<file path="src/rtl/process_scheduler.sv">
// rtl/process_scheduler.sv - step/grant sequencer for generated chip processes
//
// Runs one init step, then grants PROCESSES slots one at a time, in ascending
// order, within each step. A print strobe closes every step. The run ends
// when any process raises its stop flag or when MAX_STEPS steps have completed.
//
// Ports:
//   clock_i               system clock, rising edge
//   reset_i               synchronous, active-high reset
//   start_i               begins a run from IDLE or DONE
//   process_stop_i        per-process stop flag (bit i = process i)
//   process_return_code_i per-process return code, process i at [i*RC_WIDTH +: RC_WIDTH]
//   init_o                one-cycle init pulse (step = -1)
//   process_enable_o      one-hot grant
//   process_current_o     index of the granted process
//   step_o                signed current step
//   print_o               one-cycle end-of-step strobe
//   running_o             high from INIT through the last CHECK
//   done_o                high in DONE
//   finish_code_o         0 = stopped, 1 = timeout
//   return_code_o         rc of the lowest-index stopped process, 0 on timeout
module process_scheduler #(
    parameter int PROCESSES  = 4,
    parameter int MAX_STEPS  = 100,
    parameter int STEP_WIDTH = 32,
    parameter int RC_WIDTH   = 8
) (
    input  logic                            clock_i,
    input  logic                            reset_i,
    input  logic                            start_i,
    input  logic [PROCESSES-1:0]            process_stop_i,
    input  logic [PROCESSES*RC_WIDTH-1:0]   process_return_code_i,
    output logic                            init_o,
    output logic [PROCESSES-1:0]            process_enable_o,
    output logic [3:0]                      process_current_o,
    output logic signed [STEP_WIDTH-1:0]    step_o,
    output logic                            print_o,
    output logic                            running_o,
    output logic                            done_o,
    output logic                            finish_code_o,
    output logic [RC_WIDTH-1:0]             return_code_o
);

    typedef enum logic [2:0] {
        S_IDLE,
        S_INIT,
        S_RUN,
        S_CHECK,
        S_DONE
    } state_t;

    localparam logic [3:0]                   LAST_SLOT = 4'(PROCESSES - 1);
    localparam logic [PROCESSES-1:0]         EN_ONE    = PROCESSES'(1);
    localparam logic signed [STEP_WIDTH-1:0] STEP_ONE  = STEP_WIDTH'(1);
    localparam logic signed [STEP_WIDTH-1:0] STEP_MAX  = STEP_WIDTH'(MAX_STEPS);
    localparam bit                           NO_STEPS  = (MAX_STEPS == 0);

    state_t                         state_q, state_d;
    logic [3:0]                     slot_q, slot_d;
    logic signed [STEP_WIDTH-1:0]   step_q, step_d;
    logic                           init_q, init_d;
    logic [PROCESSES-1:0]           enable_q, enable_d;
    logic [3:0]                     current_q, current_d;
    logic                           print_q, print_d;
    logic                           running_q, running_d;
    logic                           done_q, done_d;
    logic                           finish_q, finish_d;
    logic [RC_WIDTH-1:0]            rc_q, rc_d;

    logic                           stop_any;
    logic [RC_WIDTH-1:0]            stop_rc;

    // Descending scan so the lowest-index stopped process wins.
    always_comb begin
        stop_any = |process_stop_i;
        stop_rc  = '0;
        for (int i = PROCESSES - 1; i >= 0; i--) begin
            if (process_stop_i[i]) begin
                stop_rc = process_return_code_i[i*RC_WIDTH +: RC_WIDTH];
            end
        end
    end

    // Outputs are computed for the state being entered, so every output is
    // a plain register aligned with state_q.
    always_comb begin
        state_d   = state_q;
        slot_d    = slot_q;
        step_d    = step_q;
        init_d    = 1'b0;
        enable_d  = '0;
        current_d = 4'd0;
        print_d   = 1'b0;
        running_d = running_q;
        done_d    = done_q;
        finish_d  = finish_q;
        rc_d      = rc_q;

        case (state_q)
            S_IDLE, S_DONE: begin
                if (start_i) begin
                    state_d   = S_INIT;
                    init_d    = 1'b1;
                    step_d    = '1;
                    slot_d    = 4'd0;
                    running_d = 1'b1;
                    done_d    = 1'b0;
                    finish_d  = 1'b0;
                    rc_d      = '0;
                end
            end
            S_INIT: begin
                if (NO_STEPS) begin
                    state_d   = S_DONE;
                    step_d    = '0;
                    running_d = 1'b0;
                    done_d    = 1'b1;
                    finish_d  = 1'b1;
                    rc_d      = '0;
                end else begin
                    state_d   = S_RUN;
                    step_d    = '0;
                    slot_d    = 4'd0;
                    enable_d  = EN_ONE;
                    current_d = 4'd0;
                end
            end
            S_RUN: begin
                if (slot_q == LAST_SLOT) begin
                    state_d = S_CHECK;
                    print_d = 1'b1;
                end else begin
                    slot_d    = slot_q + 4'd1;
                    enable_d  = EN_ONE << (slot_q + 4'd1);
                    current_d = slot_q + 4'd1;
                end
            end
            S_CHECK: begin
                // Stop is checked first: it wins over a coincident timeout.
                if (stop_any) begin
                    state_d   = S_DONE;
                    running_d = 1'b0;
                    done_d    = 1'b1;
                    finish_d  = 1'b0;
                    rc_d      = stop_rc;
                end else if (step_q + STEP_ONE >= STEP_MAX) begin
                    state_d   = S_DONE;
                    step_d    = STEP_MAX;
                    running_d = 1'b0;
                    done_d    = 1'b1;
                    finish_d  = 1'b1;
                    rc_d      = '0;
                end else begin
                    state_d   = S_RUN;
                    step_d    = step_q + STEP_ONE;
                    slot_d    = 4'd0;
                    enable_d  = EN_ONE;
                    current_d = 4'd0;
                end
            end
            default: begin
                state_d = S_IDLE;
            end
        endcase
    end

    always_ff @(posedge clock_i) begin
        if (reset_i) begin
            state_q   <= S_IDLE;
            slot_q    <= 4'd0;
            step_q    <= '0;
            init_q    <= 1'b0;
            enable_q  <= '0;
            current_q <= 4'd0;
            print_q   <= 1'b0;
            running_q <= 1'b0;
            done_q    <= 1'b0;
            finish_q  <= 1'b0;
            rc_q      <= '0;
        end else begin
            state_q   <= state_d;
            slot_q    <= slot_d;
            step_q    <= step_d;
            init_q    <= init_d;
            enable_q  <= enable_d;
            current_q <= current_d;
            print_q   <= print_d;
            running_q <= running_d;
            done_q    <= done_d;
            finish_q  <= finish_d;
            rc_q      <= rc_d;
        end
    end

    assign init_o            = init_q;
    assign process_enable_o  = enable_q;
    assign process_current_o = current_q;
    assign step_o            = step_q;
    assign print_o           = print_q;
    assign running_o         = running_q;
    assign done_o            = done_q;
    assign finish_code_o     = finish_q;
    assign return_code_o     = rc_q;

endmodule
</file>
<file path="config.mk">
export PLATFORM = sky130hd
export DESIGN_NAME = process_scheduler
export DESIGN_NICKNAME = d
export VERILOG_FILES = /design/src/rtl/process_scheduler.sv
export SDC_FILE = /design/constraint.sdc
export NUM_CORES = 1
export LEC_CHECK = 0
export BUFFER_PORTS_ARGS = -buffer_cell sky130_fd_sc_hd__buf_2
export CORE_UTILIZATION = 40
export CTS_BUF_LIST = sky130_fd_sc_hd__clkbuf_4
export DETAILED_ROUTE_END_ITERATION = 10
export PLACE_DENSITY = 0.61
export RECOVER_POWER = 50
export SYNTH_ARGS = -nofsm -noshare
export SYNTH_HDL_FRONTEND = slang
export SYNTH_SLANG_ARGS = --single-unit
</file>
<file path="constraint.sdc">
create_clock -name clock_i -period 3.1 [get_ports clock_i]
set_input_delay 0.155 -clock clock_i [delete_from_list [all_inputs] [get_ports clock_i]]
set_output_delay 0.155 -clock clock_i [all_outputs]
set_load 0.01 [all_outputs]
</file>
==> summary.txt, run 1 <==
Finish
  – Syn-to-layout area delta: 29.3%
  – Fin nets: 675
  – Fillers: 923
  – Footprint of the multi-input gates: 0.00250 sq mm
  – Seq. cell area: 0.00121 sq mm
  – Commonest non-fill, non-tap cell in the layout: buf_2
  – # diodes: 0
  – Layout cell share with drive strength beyond 1: 26.8%
  – Most frequent cells in the layout: buf_2, dfxtp_1, a21oi_1, buf_4, nor2_1
  – Finished Layout Cells: 767

Worst setup path
  – Critical path peak fanout: 7
  – Worst path top cell family by delay: compound AO/OA/AOI/OAI gates
  – Crit end category: register
  – Crit start category: register
  – Worst-path cell chain: buf_6, and2_4, or3_1, a21oi_2, o41ai_1, a2111o_1, or4_4, o21ai_4, buf_6, o211ai_1, a221oi_2
  – Critical path class: reg -> reg
  – CP max-delay cell: or4_4
  – Slowest cell delay on critical path: 570 ps
  – Most frequent CP cell: buf_6
  – CP bufs+invs: 2
  – Critical path arrival: 3360 ps
  – CP required: 3440 ps

Global routing
  – First-pass GRT wire length: 20.3 mm
  – Total gr overflow: 0
  – Largest net degree at the start of global routing: 44
  – Vias in the first global route: 4,080
  – Initial antenna violation count: 0
  – Gr usage total: 25.8%

Synthesis
  – Asr flop ratio synth: 0%
  – Syn_area_per_cell: 7.45 sq um
  – Seq/Total Area, Yosys: 31.5%
  – Mapped Nets: 554
  – Post-synth top flop: dfxtp_1
  – Mapped Cells: 512
  – Seq cells post-synth: 60
  – Netlist Area Pre-Place: 0.00381 sq mm
  – Number of flops mapped to enable cells by yosys: 0
  – Ys Warns: 0
  – Synth unique cells: 65

Timing
  – Fin crit share: 97.3%
  – Slew Limit Fails: 0
  – Setup Skew: 20.5 ps
  – Slew @ Worst Pin: 878 ps
  – Final critical-path required period: 3020 ps
  – Final hold vios: 0
  – Fmax: 0.331 GHz
  – Final setup vio count: 0
  – Slew HR: 41.5%
  – RSZ-0062 raised after global routing: true
  – Fin Hold WS: 23.4 ps

Power and ir drop
  – Power density cells: 412 mW/mm^2
  – Comb pwr share: 28.6%
  – Leak pwr: 1.89 nW
  – Clock Power Share: 27.5%
  – Sw power: 713 uW
  – Switch share: 35.1%
  – Pint: 1.32 mW
  – Sequential share of power: 43.9%
  – Maximum vdd drop: 0.000207 V

Floorplan
  – Die X: 99.7 um
  – IO Count: 92
  – Std-Cell Core Area: 0.00924 sq mm
  – Die area: 0.00993 sq mm
  – Die Span Y: 99.7 um
  – Site Rows: 35
  – Starting Density: 41.3%

Clock tree
  – Number of CTS-inserted buffers: 9
  – Max Root-Sink Buffers: 2
  – Clock sink count: 60
  – CTS tree: yes
  – Clock Latency Late Sink: 430 ps
  – Root buf cell: clkbuf_4
  – Clock slew at reported path FFs: 110 ps
  – CTS H-tree lvls: 3

Min path
  – HP Class: in -> reg

Place
  – RePlAce Congestion: 1.02
  – Post-DP HPWL: 9.06 mm
  – Port Buffers: 91
  – Dpl cells: 743

Drt
  – Final ANT Viol Nets: 0
  – Via Count: 4,437
  – Drt pass-1 iters: 5
  – DRC: 0
  – Detail-routed via count per cell: 5.78
  – DR WL/cell: 16.3 um
  – Final wirelength: 12.5 mm
  – Iteration-0 DRC count of the detailed router: 324

Run
  – Max-cap violations: 0

Outcome
  – Outcome: finished, final reports clean
## synth_stat cells (3+ instances only)
cell      instances  area share [%]
a211oi_1          4            0.79
a21o_1            3            0.59
a21oi_1          51             6.7
a221oi_1          6             1.4
a22oi_1           8             1.6
a311oi_1          3            0.69
a31oi_1          18             3.0
a41oi_1           3            0.69
and2_1            5            0.82
and3_1            6            0.98
and4_1            5             1.1
buf_2            10             1.3
clkbuf_1         31             3.1
dfxtp_1          60              31
ha_1              3            0.98
inv_1            10            0.98
nand2_1          36             3.5
nand2b_1          4            0.66
nand3_1          29             3.8
nand3b_1          6             1.2
nand4_1           6            0.98
nor2_1           48             4.7
nor2b_1           3            0.49
nor3_1           18             2.4
nor4_1            5            0.82
nor4_2            3            0.98
o21ai_0          45             5.9
o22ai_1           3            0.49
o31ai_1           6             1.2
or2_2             7             1.1
or3_1             9             1.5
or4_1             7             1.4
xnor2_1           6             1.4
xor2_1            8             1.8
## logic make-up (layout without fill, tap and decap cells)
family	count (synthesis)	after routing	share of synthesized area (%)
compound gates	171	171	28.1
xor+xnor	14	14	3.21
fa+ha+maj	3	3	0.984
buf+inv	52	178	5.44
flops	60	60	31.5
mux	1	1	0.262
simple gates	211	211	30.5
## routing by layer
metal	part of all wire (%)	wire length (um)	GRT usage (%)
met1	44	5500	33.6
met2	47	5820	42.8
met3	8.0	997	5.76
met4	1.4	172	6.90
met5	0	0	0
## repair_timing
| item | in CTS | in global routing |
|---|---|---|
| endpoints found under the hold margin | 5 | 0 |
| pin swaps | 0 | 12 |
| hold buffers | 5 | 0 |
| gates resized for setup | 1 | 31 |
| setup buffers | 0 | 3 |
| setup endpoints to repair | 2 | 26 |
## worst reg2reg max path, stage by stage, from the launching register on
cell      delay, ps
dfxtp_2         360
buf_6           140
and2_4          180
or3_1           320
a21oi_2         180
o41ai_1         100
a2111o_1        430
or4_4           570
o21ai_4         180
buf_6           120
o211ai_1        100
a221oi_2        260
## registers in the layout, summed over array words and instances (netlist names)
| name | count |
|---|---|
| done_o | 1 |
| finish_code_o | 1 |
| init_o | 1 |
| print_o | 1 |
| process_current_o | 4 |
| process_enable_o | 4 |
| return_code_o | 8 |
| running_o | 1 |
| slot_q | 4 |
| state_q | 3 |
| step_o | 32 |
## power by group through the flow
| stage | logic, mW | clock network (mW) | registers [mW] |
|---|---|---|---|
| after floorplan | 0.310 | 0 | 0.920 |
| after global placement | 0.542 | 0 | 0.902 |
| after detailed placement | 0.547 | 0 | 0.904 |
| after CTS | 0.555 | 0.569 | 0.886 |
| after global routing | 0.632 | 0.605 | 0.902 |
| final | 0.581 | 0.559 | 0.892 |
## final timing paths
path                     startpoint                 endpoint  slack, ps  cells after the start
min reg2reg     done_o$_SDFFE_PP0P_      done_o$_SDFFE_PP0P_        480                      2
min                         start_i  state_q[2]$_SDFFE_PP0P_         20                      3
max          step_o[1]$_SDFFE_PP0P_  step_o[25]$_SDFFE_PP0P_         80                     11
max reg2reg  step_o[1]$_SDFFE_PP0P_  step_o[25]$_SDFFE_PP0P_         80                     11
## cell type report
type | count | share of cell area [%]
timing repair buffer | 152 | 18.1
sequential | 60 | 24.5
clock inverter | 6 | 1.12
inverter | 10 | 0.761
clock buffer | 10 | 1.52
multi-input combinational | 400 | 50.7
tap | 129 | 3.27
## metrics by stage
stage / TNS, ps / worst slack (ps) / power [mW] / util [%] / instance area [sq um]
after floorplan: 0 / 27.6 / 1.23 / - / 3810
after global placement: 0 / 148 / 1.44 / 50.5 / 4660
after detailed placement: 0 / 44.9 / 1.45 / 50.5 / 4660
after CTS: 0 / 8.17 / 2.01 / 52.5 / 4850
after global routing: -142 / -58.9 / 2.14 / 53.4 / 4930
final: 0 / 82.3 / 2.03 / 53.4 / 4930
Note: power is estimated with default switching activity, not from simulation.
==> inputs of run 2 (changes only) <==
- RECOVER_POWER: 50 -> 25
==> summary.txt, run 2 (synthesis gave the netlist of run 1 again) <==
Drt
  – Final ANT Viol Nets: 0 (unchanged)
  – Iteration-0 DRC count of the detailed router: 356 (+9.9%)
  – Detail-routed via count per cell: 5.82 (+0.61%)
  – Final wirelength: 12.5 mm (+0.15%)
  – Via Count: 4,464 (+0.61%)
  – DRC: 0 (unchanged)
  – DR WL/cell: 16.3 um (+0.15%)
  – Drt pass-1 iters: 4 (-1)

Finish
  – Commonest non-fill, non-tap cell in the layout: buf_2
  – Layout cell share with drive strength beyond 1: 28.2% (+1.4 points)
  – # diodes: 0 (unchanged)
  – Max reg flops: 32 (unchanged)
  – Final Util: 53.5% (+0.15 points)
  – Fin nets: 675 (unchanged)
  – Syn-to-layout area delta: 29.6%
  – Design area: 0.00494 sq mm (+0.28%)
  – Most frequent cells in the layout: buf_2, dfxtp_1, buf_4

Timing
  – Final setup vio count: 0 (unchanged)
  – Fin crit share: 97.5% (+0.13 points)
  – Final critical-path required period: 3020 ps (+3.93 ps)
  – Slew @ Worst Pin: 862 ps (-16.1 ps)
  – Final hold vios: 0 (unchanged)
  – Setup Skew: 19.2 ps (-1.25 ps)
  – Slew HR: 42.5% (+1.1 points)
  – Setup_tns: 0 ps (unchanged)
  – RSZ-0062 raised after global routing: true
  – Slew Limit Fails: 0 (unchanged)
  – Fin Hold WS: 28.8 ps (+5.41 ps)
  – Fmax: 0.331 GHz (-0.13%)

Clock tree
  – Max Root-Sink Buffers: 2 (unchanged)
  – Clock slew at reported path FFs: 110 ps (about the same)
  – Root buf cell: clkbuf_4
  – CTS H-tree lvls: 3 (unchanged)
  – Number of CTS-inserted buffers: 9 (unchanged)
  – CTS tree: yes
  – Clock sink count: 60 (unchanged)
  – Clock Latency Late Sink: 420 ps (about the same)

Floorplan
  – Site Rows: 35 (unchanged)
  – Std-Cell Core Area: 0.00924 sq mm (unchanged)
  – IO Count: 92 (unchanged)
  – Die Span Y: 99.7 um (unchanged)
  – Die X: 99.7 um (unchanged)
  – Die area: 0.00993 sq mm (unchanged)
  – Starting Density: 41.3% (unchanged)

Outcome
  – Outcome: finished, final reports clean

Place
  – Post-DP HPWL: 9.06 mm (unchanged)
  – Port Buffers: 91 (unchanged)
  – DP Area: 0.00466 sq mm (unchanged)
  – RePlAce Congestion: 1.02 (unchanged)

Power and ir drop
  – Sw power: 709 uW (-0.65%)
  – Clock Power Share: 27.3% (-0.2 points)
  – Sequential share of power: 43.9% (about the same)
  – Switch share: 34.9% (-0.22 points)
  – Leak pwr: 1.92 nW (+1.7%)
  – Maximum vdd drop: 0.000209 V (+0.57%)
  – Comb pwr share: 28.8% (+0.2 points)
  – Power density cells: 411 mW/mm^2 (-0.30%)
  – Pint: 1.32 mW (+0.32%)

Min path
  – HP Class: in -> reg

Worst setup path
  – Worst Setup EP: step_o[25]$_SDFFE_PP0P_
  – CP Launch Point: step_o[0]$_SDFFE_PP0P_
  – Critical path peak fanout: 4 (-3)
  – Critical path arrival: 3360 ps (about the same)
  – Crit end category: register
  – R2R Path End: step_o[25]$_SDFFE_PP0P_
  – FF-to-FF path depth: 11 (unchanged)
  – CP required: 3430 ps (about the same)
  – Critical path class: reg -> reg
  – Worst reg2reg startpoint: step_o[0]$_SDFFE_PP0P_
  – FF-to-FF setup slack: 80 ps (about the same)
  – Crit start category: register

Global routing
  – Initial antenna violation count: 0 (unchanged)
  – First-pass GRT wire length: 20.3 mm (unchanged)
  – Total gr overflow: 0 (unchanged)
  – Gr usage total: 25.8% (unchanged)
  – Vias in the first global route: 4,080 (unchanged)
  – Largest net degree at the start of global routing: 44 (unchanged)

Run
  – Max-cap violations: 0 (unchanged)
-- run 2: final cells by class --
class                   instances  area, sq um
clock inverters                 6         55.1
well taps                     129          161
clock buffers                  10         75.1
flip-flops and latches         60         1210
fillers                       914         4300
inverters                      10         37.5
multi-input cells             400         2500
repair buffers                152          908
-- run 2: worst min-delay path by stage --
stage / startpoint / end / slack, ps / cells past startpoint
final: process_return_code_i[7] / return_code_o[7]$_SDFFE_PP0P_ / 30 / 3
after global routing: process_return_code_i[0] / return_code_o[0]$_SDFFE_PP0P_ / 30 / 3
after CTS: process_return_code_i[7] / return_code_o[7]$_SDFFE_PP0P_ / 4 / 3
after detailed placement: process_return_code_i[5] / return_code_o[5]$_SDFFE_PP0P_ / 440 / 3
after global placement: process_return_code_i[1] / return_code_o[1]$_SDFFE_PP0P_ / 430 / 3
after floorplan: process_return_code_i[6] / return_code_o[6]$_SDFFE_PP0P_ / 340 / 2
-- run 2: repair_timing --
item                                    in CTS  in global routing
hold buffers                                 5                  0
cloned                                       0                  0
pin swaps                                    0                 12
endpoints found under the setup margin       2                 26
buffers inserted                             0                  3
resized for setup                            1                 31
hold endpoints to repair                     5                  0
-- run 2: metrics by stage --
stage	setup slack, ps	instances	total power [mW]
2_1_floorplan	27.6	512	1.23
3_3_place_gp	148	743	1.44
3_5_place_dp	44.9	743	1.45
4_1_cts	8.17	764	2.01
5_1_grt	-58.9	767	2.14
6_report	78.3	767	2.03
-- run 2: power groups by stage --
stage | clock network [mW] | logic, mW | registers [mW]
finish | 0.555 | 0.585 | 0.892
global route | 0.605 | 0.636 | 0.902
CTS | 0.569 | 0.555 | 0.886
detailed placement | 0 | 0.547 | 0.904
global placement | 0 | 0.542 | 0.902
floorplan | 0 | 0.310 | 0.920
-- run 2: worst max-delay path, cell delays in order (launching register included) --
cell      delay (ps)
dfxtp_2          380
ha_4             160
and4_4           250
nand3_1          100
o31ai_1          270
nand3_1          120
or3b_4           440
or4_4            580
o21ai_4          180
buf_6            120
o211ai_1         100
a221oi_2         260
-- run 2: layer usage --
layer / track usage, % / vias up / wire length (um)
met3: 5.76 / 20 / 1020
met4: 6.90 / 0 / 168
met2: 42.8 / 231 / 5850
met1: 33.6 / 2051 / 5490
li1: - / 2162 / -
met5: 0 / - / 0
